===== src/rtl/mic_pdm_receiver_if.sv =====
// Signal bundle between the PDM microphone receiver and its user: control and
// microphone pins in, decimated samples and envelope/detection flags out.
`timescale 1ns/1ps
interface mic_pdm_receiver_if #(
   parameter int SAMPLE_W = 7
);
   logic                enable;
   logic                micData;
   logic                micClk;
   logic                micLRSel;
   logic [SAMPLE_W-1:0] sample;
   logic                sample_valid;
   logic [SAMPLE_W-1:0] amplitude;
   logic [SAMPLE_W-1:0] envelope;
   logic                sound_detected;

   modport master (
      output enable, micData,
      input  micClk, micLRSel, sample, sample_valid, amplitude, envelope, sound_detected
   );

   modport slave (
      input  enable, micData,
      output micClk, micLRSel, sample, sample_valid, amplitude, envelope, sound_detected
   );
endinterface


===== src/rtl/mic_pdm_receiver.sv =====
// PDM microphone front end: generates micClk, counts ones per DECIM-bit window
// into a PCM sample, and tracks a peak-hold/decay envelope for sound detection.
`timescale 1ns/1ps
module mic_pdm_receiver #(
   parameter int CLK_DIV       = 25,
   parameter int DECIM         = 64,
   parameter int SAMPLE_W      = 7,
   parameter int DECAY_SAMPLES = 16,
   parameter int THRESH        = 24
) (
   input  logic              clock,
   input  logic              reset,
   mic_pdm_receiver_if.slave mic
);

   localparam int DVW = (CLK_DIV > 1) ? $clog2(CLK_DIV) : 1;
   localparam int BCW = (DECIM > 1) ? $clog2(DECIM) : 1;
   localparam int DCW = (DECAY_SAMPLES > 1) ? $clog2(DECAY_SAMPLES) : 1;

   localparam logic [DVW-1:0]      DIV_LAST   = DVW'(CLK_DIV - 1);
   localparam logic [BCW-1:0]      BIT_LAST   = BCW'(DECIM - 1);
   localparam logic [DCW-1:0]      DECAY_LAST = DCW'(DECAY_SAMPLES - 1);
   localparam logic [SAMPLE_W-1:0] THRESH_V   = SAMPLE_W'(THRESH);

   // |2*s - DECIM| in SAMPLE_W+1 signed bits; the doubled term may wrap, but the
   // true difference lies within +/-DECIM so the modular result is exact.
   function automatic logic [SAMPLE_W-1:0] abs_offset(input logic [SAMPLE_W-1:0] s);
      logic signed [SAMPLE_W:0] dbl;
      logic signed [SAMPLE_W:0] diff;
      dbl  = $signed({s, 1'b0});
      diff = dbl - $signed((SAMPLE_W+1)'(DECIM));
      if (diff[SAMPLE_W]) diff = -diff;
      return diff[SAMPLE_W-1:0];
   endfunction

   function automatic logic [SAMPLE_W-1:0] sat_dec(input logic [SAMPLE_W-1:0] v);
      return (v == '0) ? v : v - SAMPLE_W'(1);
   endfunction

   logic [DVW-1:0]      div_cnt;
   logic                mic_clk;
   logic [BCW-1:0]      bit_cnt;
   logic [SAMPLE_W-1:0] acc;

   logic                div_wrap;
   logic                bit_stb_p0;
   logic                win_end_p0;
   logic [SAMPLE_W-1:0] acc_next_p0;

   logic [SAMPLE_W-1:0] sample_p1;
   logic [SAMPLE_W-1:0] amplitude_p1;
   logic                vld_p1;

   logic [SAMPLE_W-1:0] envelope_p2;
   logic [DCW-1:0]      decay_cnt;

   logic                sound_p3;

   // Stage p0: bit strobe at the end of the micClk high phase
   always_comb begin
      div_wrap    = mic.enable && (div_cnt == DIV_LAST);
      bit_stb_p0  = div_wrap && mic_clk;
      win_end_p0  = bit_stb_p0 && (bit_cnt == BIT_LAST);
      acc_next_p0 = acc + SAMPLE_W'(mic.micData);
   end

   always_ff @(posedge clock) begin
      if (reset || !mic.enable) begin
         div_cnt <= '0;
         mic_clk <= 1'b0;
         bit_cnt <= '0;
         acc     <= '0;
         vld_p1  <= 1'b0;
      end else begin
         vld_p1 <= win_end_p0;
         if (div_wrap) begin
            div_cnt <= '0;
            mic_clk <= ~mic_clk;
         end else begin
            div_cnt <= div_cnt + DVW'(1);
         end
         if (bit_stb_p0) begin
            if (win_end_p0) begin
               bit_cnt <= '0;
               acc     <= '0;
            end else begin
               bit_cnt <= bit_cnt + BCW'(1);
               acc     <= acc_next_p0;
            end
         end
      end
   end

   // Stage p1: window result; sample/amplitude hold while idle
   always_ff @(posedge clock) begin
      if (reset) begin
         sample_p1    <= '0;
         amplitude_p1 <= '0;
      end else if (win_end_p0) begin
         sample_p1    <= acc_next_p0;
         amplitude_p1 <= abs_offset(acc_next_p0);
      end
   end

   // Stage p2: peak-hold envelope with slow linear decay
   always_ff @(posedge clock) begin
      if (reset) begin
         envelope_p2 <= '0;
         decay_cnt   <= '0;
      end else if (vld_p1) begin
         if (amplitude_p1 > envelope_p2) begin
            envelope_p2 <= amplitude_p1;
            decay_cnt   <= '0;
         end else if (decay_cnt == DECAY_LAST) begin
            envelope_p2 <= sat_dec(envelope_p2);
            decay_cnt   <= '0;
         end else begin
            decay_cnt <= decay_cnt + DCW'(1);
         end
      end
   end

   // Stage p3: detection flag follows the envelope one cycle later
   always_ff @(posedge clock) begin
      if (reset) begin
         sound_p3 <= 1'b0;
      end else begin
         sound_p3 <= (envelope_p2 >= THRESH_V);
      end
   end

   assign mic.micClk         = mic_clk;
   assign mic.micLRSel       = 1'b0;
   assign mic.sample         = sample_p1;
   assign mic.amplitude      = amplitude_p1;
   assign mic.sample_valid   = vld_p1;
   assign mic.envelope       = envelope_p2;
   assign mic.sound_detected = sound_p3;

endmodule

===== src/flat_wrapper.sv =====
// flat-port wrapper written by rule: the top's interface ports become plain ports
module mic_pdm_receiver_flat 
#(
   parameter int CLK_DIV       = 25,
   parameter int DECIM         = 64,
   parameter int SAMPLE_W      = 7,
   parameter int DECAY_SAMPLES = 16,
   parameter int THRESH        = 24
)
  (clock, reset, mic_enable, mic_micData, mic_micClk, mic_micLRSel, mic_sample, mic_sample_valid, mic_amplitude, mic_envelope, mic_sound_detected);
  mic_pdm_receiver_if #(.SAMPLE_W(SAMPLE_W)) mic_i ();
  input  logic clock;
  input  logic reset;
  input wire logic [$bits(mic_i.enable)-1:0] mic_enable;
  input wire logic [$bits(mic_i.micData)-1:0] mic_micData;
  output wire logic [$bits(mic_i.micClk)-1:0] mic_micClk;
  output wire logic [$bits(mic_i.micLRSel)-1:0] mic_micLRSel;
  output wire logic [$bits(mic_i.sample)-1:0] mic_sample;
  output wire logic [$bits(mic_i.sample_valid)-1:0] mic_sample_valid;
  output wire logic [$bits(mic_i.amplitude)-1:0] mic_amplitude;
  output wire logic [$bits(mic_i.envelope)-1:0] mic_envelope;
  output wire logic [$bits(mic_i.sound_detected)-1:0] mic_sound_detected;
  assign mic_i.enable = mic_enable;
  assign mic_i.micData = mic_micData;
  assign mic_micClk = mic_i.micClk;
  assign mic_micLRSel = mic_i.micLRSel;
  assign mic_sample = mic_i.sample;
  assign mic_sample_valid = mic_i.sample_valid;
  assign mic_amplitude = mic_i.amplitude;
  assign mic_envelope = mic_i.envelope;
  assign mic_sound_detected = mic_i.sound_detected;
  mic_pdm_receiver #(.CLK_DIV(CLK_DIV), .DECIM(DECIM), .SAMPLE_W(SAMPLE_W), .DECAY_SAMPLES(DECAY_SAMPLES), .THRESH(THRESH)) u_core (.clock(clock), .reset(reset), .mic(mic_i));
endmodule

===== config.mk =====
export PLATFORM = sky130hd
export DESIGN_NAME = mic_pdm_receiver_flat
export DESIGN_NICKNAME = d
export VERILOG_FILES = /design/src/rtl/mic_pdm_receiver_if.sv /design/src/rtl/mic_pdm_receiver.sv /design/src/flat_wrapper.sv
export SDC_FILE = /design/constraint.sdc
export NUM_CORES = 1
export LEC_CHECK = 0
export CAP_MARGIN = 20
export CORE_MARGIN = 2
export CORE_UTILIZATION = 35
export DETAILED_ROUTE_END_ITERATION = 16
export HOLD_SLACK_MARGIN = 0.1
export PLACE_DENSITY_LB_ADDON = 0.15
export SLEW_MARGIN = 40
export SYNTH_ARGS = -nofsm -noshare
export SYNTH_HDL_FRONTEND = slang
export SYNTH_SLANG_ARGS = --single-unit

===== constraint.sdc =====
create_clock -name clock -period 4.99 [get_ports clock]
set_input_delay 1.497 -clock clock [delete_from_list [all_inputs] [get_ports clock]]
set_output_delay 1.497 -clock clock [all_outputs]
set_load 0.05 [all_outputs]

==> results of run 1 <==
==> power by group through the flow <==
stage          combinational [uW]  clock [uW]  sequential (uW)
2_1_floorplan                30.3           0              378
3_3_place_gp                 53.0           0              369
3_5_place_dp                 53.0           0              369
4_1_cts                      53.3         225              361
5_1_grt                      58.8         239              362
6_report                     52.7         212              361
==> stage by stage <==
step	instance area (um2)	worst slack, ns	hold slack, ns	utilization
finish	2790	1.49	0.472	0.416
global route	2790	1.34	0.499	0.416
CTS	2790	1.51	0.477	0.416
detailed placement	2720	1.20	0.459	0.404
global placement	2720	1.21	0.446	0.404
floorplan	2400	1.72	0.429	-
==> routing by layer <==
layer	vias up	track usage	share of wire
met2	32	0.235	0.44
li1	1078	-	-
met3	5	0.0286	0.028
met1	941	0.215	0.52
met5	-	0	0
met4	0	0.0355	0.0086
==> flip-flops by register name, summed over array words and instances, names as in the netlist <==
register / cells
u_core.acc: 7
u_core.mic.envelope: 7
u_core.bit_cnt: 6
u_core.mic.amplitude: 6
u_core.mic.sample: 6
u_core.div_cnt: 5
u_core.decay_cnt: 4
u_core.mic.micClk: 1
u_core.mic.sample_valid: 1
u_core.mic.sound_detected: 1
==> worst max-delay path by stage <==
stage / startpoint / end / cells past startpoint
4_1_cts: mic_micData / u_core.mic.amplitude[5] / 8
3_3_place_gp: mic_micData / u_core.mic.amplitude[5] / 8
6_report: mic_micData / u_core.mic.amplitude[5] / 8
3_5_place_dp: mic_micData / u_core.mic.amplitude[5] / 8
5_1_grt: mic_micData / u_core.mic.amplitude[4] / 8
2_1_floorplan: mic_micData / u_core.mic.amplitude[5] / 7
==> final cells by class <==
type / count / area [um2] / area share
tap: 80 / 100 / 0.0358
clock buffer: 6 / 72.6 / 0.0260
multi-input combinational: 216 / 1410 / 0.504
inverter: 14 / 52.6 / 0.0188
sequential: 44 / 881 / 0.315
clock inverter: 1 / 5.00 / 0.00179
timing repair buffer: 28 / 275 / 0.0985
==> cells in the mapped netlist, drive strengths merged, types with 2 or more instances <==
| cell type | n |
|---|---|
| xnor2 | 5 |
| nor3 | 13 |
| or4b | 2 |
| inv | 14 |
| buf | 5 |
| nand2 | 31 |
| nand4b | 3 |
| or4 | 2 |
| a21oi | 20 |
| o21ai | 12 |
| nor2b | 2 |
| nor2 | 25 |
| a2bb2oi | 2 |
| o21bai | 2 |
| mux2i | 6 |
| and4 | 2 |
| o32ai | 5 |
| and4b | 2 |
| nand2b | 3 |
| ha | 15 |
| or3 | 2 |
| nand3b | 4 |
| and3 | 4 |
| dfxtp | 44 |
| a21o | 2 |
| xor2 | 9 |
| nand4 | 6 |
| nand3 | 14 |
| clkbuf | 8 |
| a31oi | 6 |
==> worst max-delay path, stage by stage <==
cell	delay [ns]
clkdlybuf4s50_1	0.40
ha_1	0.24
ha_1	0.27
and4b_1	0.27
a21oi_1	0.06
o221a_2	0.34
or4_1	0.51
a31oi_1	0.13
==> placed cells by master, fill, tap and decap left out, drive strengths merged, types with 5 or more instances in the layout <==
master         count
a21oi             20
a31oi              6
clkbuf             6
clkdlybuf4s50     26
dfxtp             44
ha                15
inv               14
mux2i              6
nand2             31
nand3             14
nand4              6
nor2              25
nor3              13
o21ai             12
o32ai              5
xnor2              5
xor2               9
==> cells by family after synthesis <==
family	share of synthesized area
DFF	0.367
AOI/OAI and AO/OA	0.176
adders and majority gates	0.0782
buffers and inverters	0.0485
muxes	0.0250
other	0.00156
xor gates and xnor gates	0.0511
and+or+nand+nor	0.253
==> flow_summary.ini, run 1 <==
[power_and_ir_drop]
internal-power_uw = 469
swShare = 0.252
powerDensity_nw_per_um2 = 224
p_seq_frac = 0.577
p_sw_uw = 158
p_clk_frac = 0.339
peakVddDrop_mv = 0.131
power_uw = 626
leakage_uw = 0.00100
pwr-share-comb = 0.084

[sta]
finalCritPeriodShare = 0.701
setup-tns-final_ns = 0
finalSetupViolations = 0
final_hold_viol_count = 0
min_period_ns = 3.50
max-slew-margin-rel = 0.487
worstMarginPinSlew_ns = 0.770
rsz0062_at_grt = false
fmax_mhz = 286
final-max-slew-violation-count = 0
clock_skew_ns = 0.00546

[cts]
htree_levels = 2
cts_setup_buffers = 0
insertion_delay_ns = 0.29
clk_pin_slew_ns = 0.08
root_buffer = clkbuf_8
cts.sinks = 44
numCtsBuffers = 5
ctsLongestPathBuffers = 2
cts_resized = 0
cts-hold-fix-buffers = 0
cts_tree = yes

[global_route]
grt_pass1_vias = 1915
grt_first_pass_wirelength_um = 9230
antenna_found_initial = 0
grt_overflow = 0
track_usage = 0.151
grt_max_degree = 32

[placed_design]
gp_congestion = 0.769
dp_cells = 382
place_hpwl_um = 3800
io_buffers = 26

[synth]
synth_edf_count = 0
synth_ff_type = dfxtp_1
ys_seq_elements = 44
synthTopCellsByArea = dfxtp_1 (37%), ha_1 (7.8%), nand2_1 (4.8%), a21oi_1 (4.2%), nor2_1 (3.9%)
synth.distinct_cells = 52
yosysSeqAreaShare = 0.367
postSynthCellCount = 286
netlist.area_leader.share = 0.367
synthArstFlopShare = 0
yosys_warnings = 0
syn_avg_cell_area_um2 = 8.40
synth_top_area_cell = dfxtp_1
syn_area_um2 = 2400

[critical_path]
rr_worst_depth = 6
worst-path-max-fanout = 8
critPathLaunchType = primary input
reg2reg_slack_ns = 2.52
r2r-start = u_core.mic.envelope[3]
r2r_end = u_core.mic.envelope[5]
cp-end-kind = register
path_class = in2reg
worstPathRequired_ns = 5.21
critical_path_arrival_ns = 3.72

[run]
drv_cap = 0

[die]
die_height_um = 86.8
start_util = 0.357
die_w_um = 86.8
num_rows = 30
ios = 29
dieArea_um2 = 7540
core-area_um2 = 6720

[routing]
dr_total_vias = 2056
via_per_inst = 5.29
drt_iter0_drc = 104
wirelength_um = 5220
drtAntennaViolNets = 0
drc = 0
drtPass1Iterations = 4
routedWlPerCell_um = 13.4

[hold_path]
hold_depth = 1
whs_endpoint = u_core.div_cnt[0]
hold_start = u_core.div_cnt[0]
hold_path_class = reg2reg

[outcome]
outcome = completed

[cells_and_area]
area_delta_synth_final_pct = 16.4
antenna_cells = 0
drive_above_1_share = 0.0485
fill_cells = 687
nNetsFinal = 328
layout.cells.non_filler = 389
Power figures use the tool's default switching activity.
==> run 2: changes to the inputs <==
==> constraint.sdc (replaced) <==
create_clock -name clock -period 3.3 [get_ports clock]
set_input_delay 0.99 -clock clock [delete_from_list [all_inputs] [get_ports clock]]
set_output_delay 0.99 -clock clock [all_outputs]
set_load 0.05 [all_outputs]
==> run 2 against run 1 <==
Compared with the run above: global-route usage down 0.40 points; worst setup slack worse by 1.1 ns; cell area up 0.81%; combinational power up 53%; highest routed layer unchanged; sequential cell count unchanged; cell count up 0.77%; sequential share of layout area down 0.25 points.
==> flow_summary.ini, run 2 (synthesis results as in run 1) <==
[global_route]
grt_use_met2 = 0.233
grt_pass1_vias = 1903
busiest_layer = met2
antenna_found_initial = 0
gr-usage-met1 = 0.200
grt_first_pass_wirelength_um = 8980
track_usage = 0.147
grt_max_degree = 27
grt_overflow = 0
gr-usage-met3 = 0.0324

[critical_path]
rr_worst_depth = 6
path_common_cell = ha_1
critPathLaunchType = primary input
cp-end-kind = register
slowest_stage = or4_1
critical_path_arrival_ns = 3.09
r2r_end = u_core.mic.envelope[5]
slowest_delay_ns = 0.51
reg2reg_slack_ns = 0.86
setup.worst_path.start = mic_micData
cp_cell_sequence = clkdlybuf4s50_1 -> ha_1 -> ha_1 -> and4b_1 -> a21oi_1 -> o221a_2 -> or4_1 -> a31oi_1
worst-path-max-fanout = 8
path_class = in2reg
r2r-start = u_core.mic.envelope[3]
crit_end = u_core.mic.amplitude[5]
worstPathRequired_ns = 3.53

[sta]
fmax_mhz = 349
min_period_ns = 2.86
rsz0062_at_grt = false
finalCritPeriodShare = 0.868
whs_ns = 0.472
final_hold_viol_count = 0
clock_skew_ns = 0.00876
max-slew-margin-rel = 0.501
worstMarginPinSlew_ns = 0.749
finalSetupViolations = 0
setup-tns-final_ns = 0
final-max-slew-violation-count = 0

[cells_and_area]
area_delta_synth_final_pct = 17.3
final_common_cell = dfxtp_1
layout.cells.non_filler = 392
fill_cells = 688
antenna_cells = 0
drive_above_1_share = 0.0577
final_cell_mix = dfxtp_1 (44), nand2_1 (31), clkdlybuf4s50_1 (26), nor2_1 (25), a21oi_1 (20)
nNetsFinal = 331
postLayoutCoreUtil = 0.419

[cts]
cts_tree = yes
cts.sinks = 44
htree_levels = 2
cts_setup_buffers = 0
numCtsBuffers = 5
cts_resized = 0
ctsLongestPathBuffers = 2
insertion_delay_ns = 0.30
clk_pin_slew_ns = 0.08
cts-hold-fix-buffers = 0
root_buffer = clkbuf_8

[placed_design]
io_buffers = 26
gp_congestion = 0.762
place_hpwl_um = 3830
dp_cells = 385

[die]
core-area_um2 = 6720
start_util = 0.357
die_height_um = 86.8
ios = 29
dieArea_um2 = 7540
num_rows = 30
die_w_um = 86.8

[power_and_ir_drop]
power_uw = 949
leakage_uw = 0.00102
powerDensity_nw_per_um2 = 337
peakVddDrop_mv = 0.164

[run]
drv_cap = 0

[routing]
drtPass1Iterations = 4
drt_iter0_drc = 77
drtAntennaViolNets = 0
drc = 0
routedWlPerCell_um = 13.2
dr_total_vias = 2058
wirelength_um = 5180
via_per_inst = 5.25

[hold_path]
hold_path_class = reg2reg

[outcome]
outcome = completed
-- run 2: cell types whose count changed in the layout (fill, tap and decap cells not counted), sizes merged --
cell and delta:
buf +3
-- run 2: metal layers --
metal / part of all wire / up-vias / routed length (um)
met2: 0.44 / 29 / 2290
met1: 0.52 / 939 / 2690
met5: 0 / - / 0
li1: - / 1085 / -
met3: 0.030 / 5 / 156
met4: 0.0093 / 0 / 48
-- run 2: worst max-delay path, delay by kind of cell --
family / cells / cell delay [ns]
AND/OR/NAND/NOR: 2 / 0.74
AO/OA/AOI/OAI: 3 / 0.52
adder cells (fa/ha/maj): 2 / 0.44
buffers and inverters: 1 / 0.40
-- run 2: layout make-up --
cell class / count / area (um2) / share of cell area
multi-input cells: 216 / 1410 / 0.500
flip-flops and latches: 44 / 881 / 0.313
repair buffers: 31 / 298 / 0.106
well taps: 80 / 100 / 0.0355
clock buffers: 6 / 72.6 / 0.0258
inverters: 14 / 52.6 / 0.0187
clock inverters: 1 / 5.00 / 0.00178
-- run 2: per-stage QoR --
step                worst slack (ns)  instance area (um2)
global route                   0.352                 2820
finish                         0.437                 2820
global placement               0.132                 2740
floorplan                      0.539                 2400
detailed placement             0.128                 2740
CTS                            0.443                 2820
-- run 2: how the worst min path moves through the flow --
| stage | start | to | slack [ns] | depth (start not counted) |
|---|---|---|---|---|
| 2_1_floorplan | u_core.acc[0] | u_core.acc[0] | 0.43 | 2 |
| 3_3_place_gp | u_core.acc[0] | u_core.acc[0] | 0.45 | 2 |
| 3_5_place_dp | u_core.div_cnt[0] | u_core.div_cnt[0] | 0.46 | 1 |
| 4_1_cts | u_core.div_cnt[0] | u_core.div_cnt[0] | 0.48 | 1 |
| 5_1_grt | u_core.mic.sample[5] | u_core.mic.sample[5] | 0.50 | 2 |
| 6_report | u_core.mic.sample[5] | u_core.mic.sample[5] | 0.47 | 2 |
-- run 2: power by group --
group	switching (uW)	internal [uW]
combinational	52.9	27.6
sequential	9.04	537
clock	179	144
total	240	709
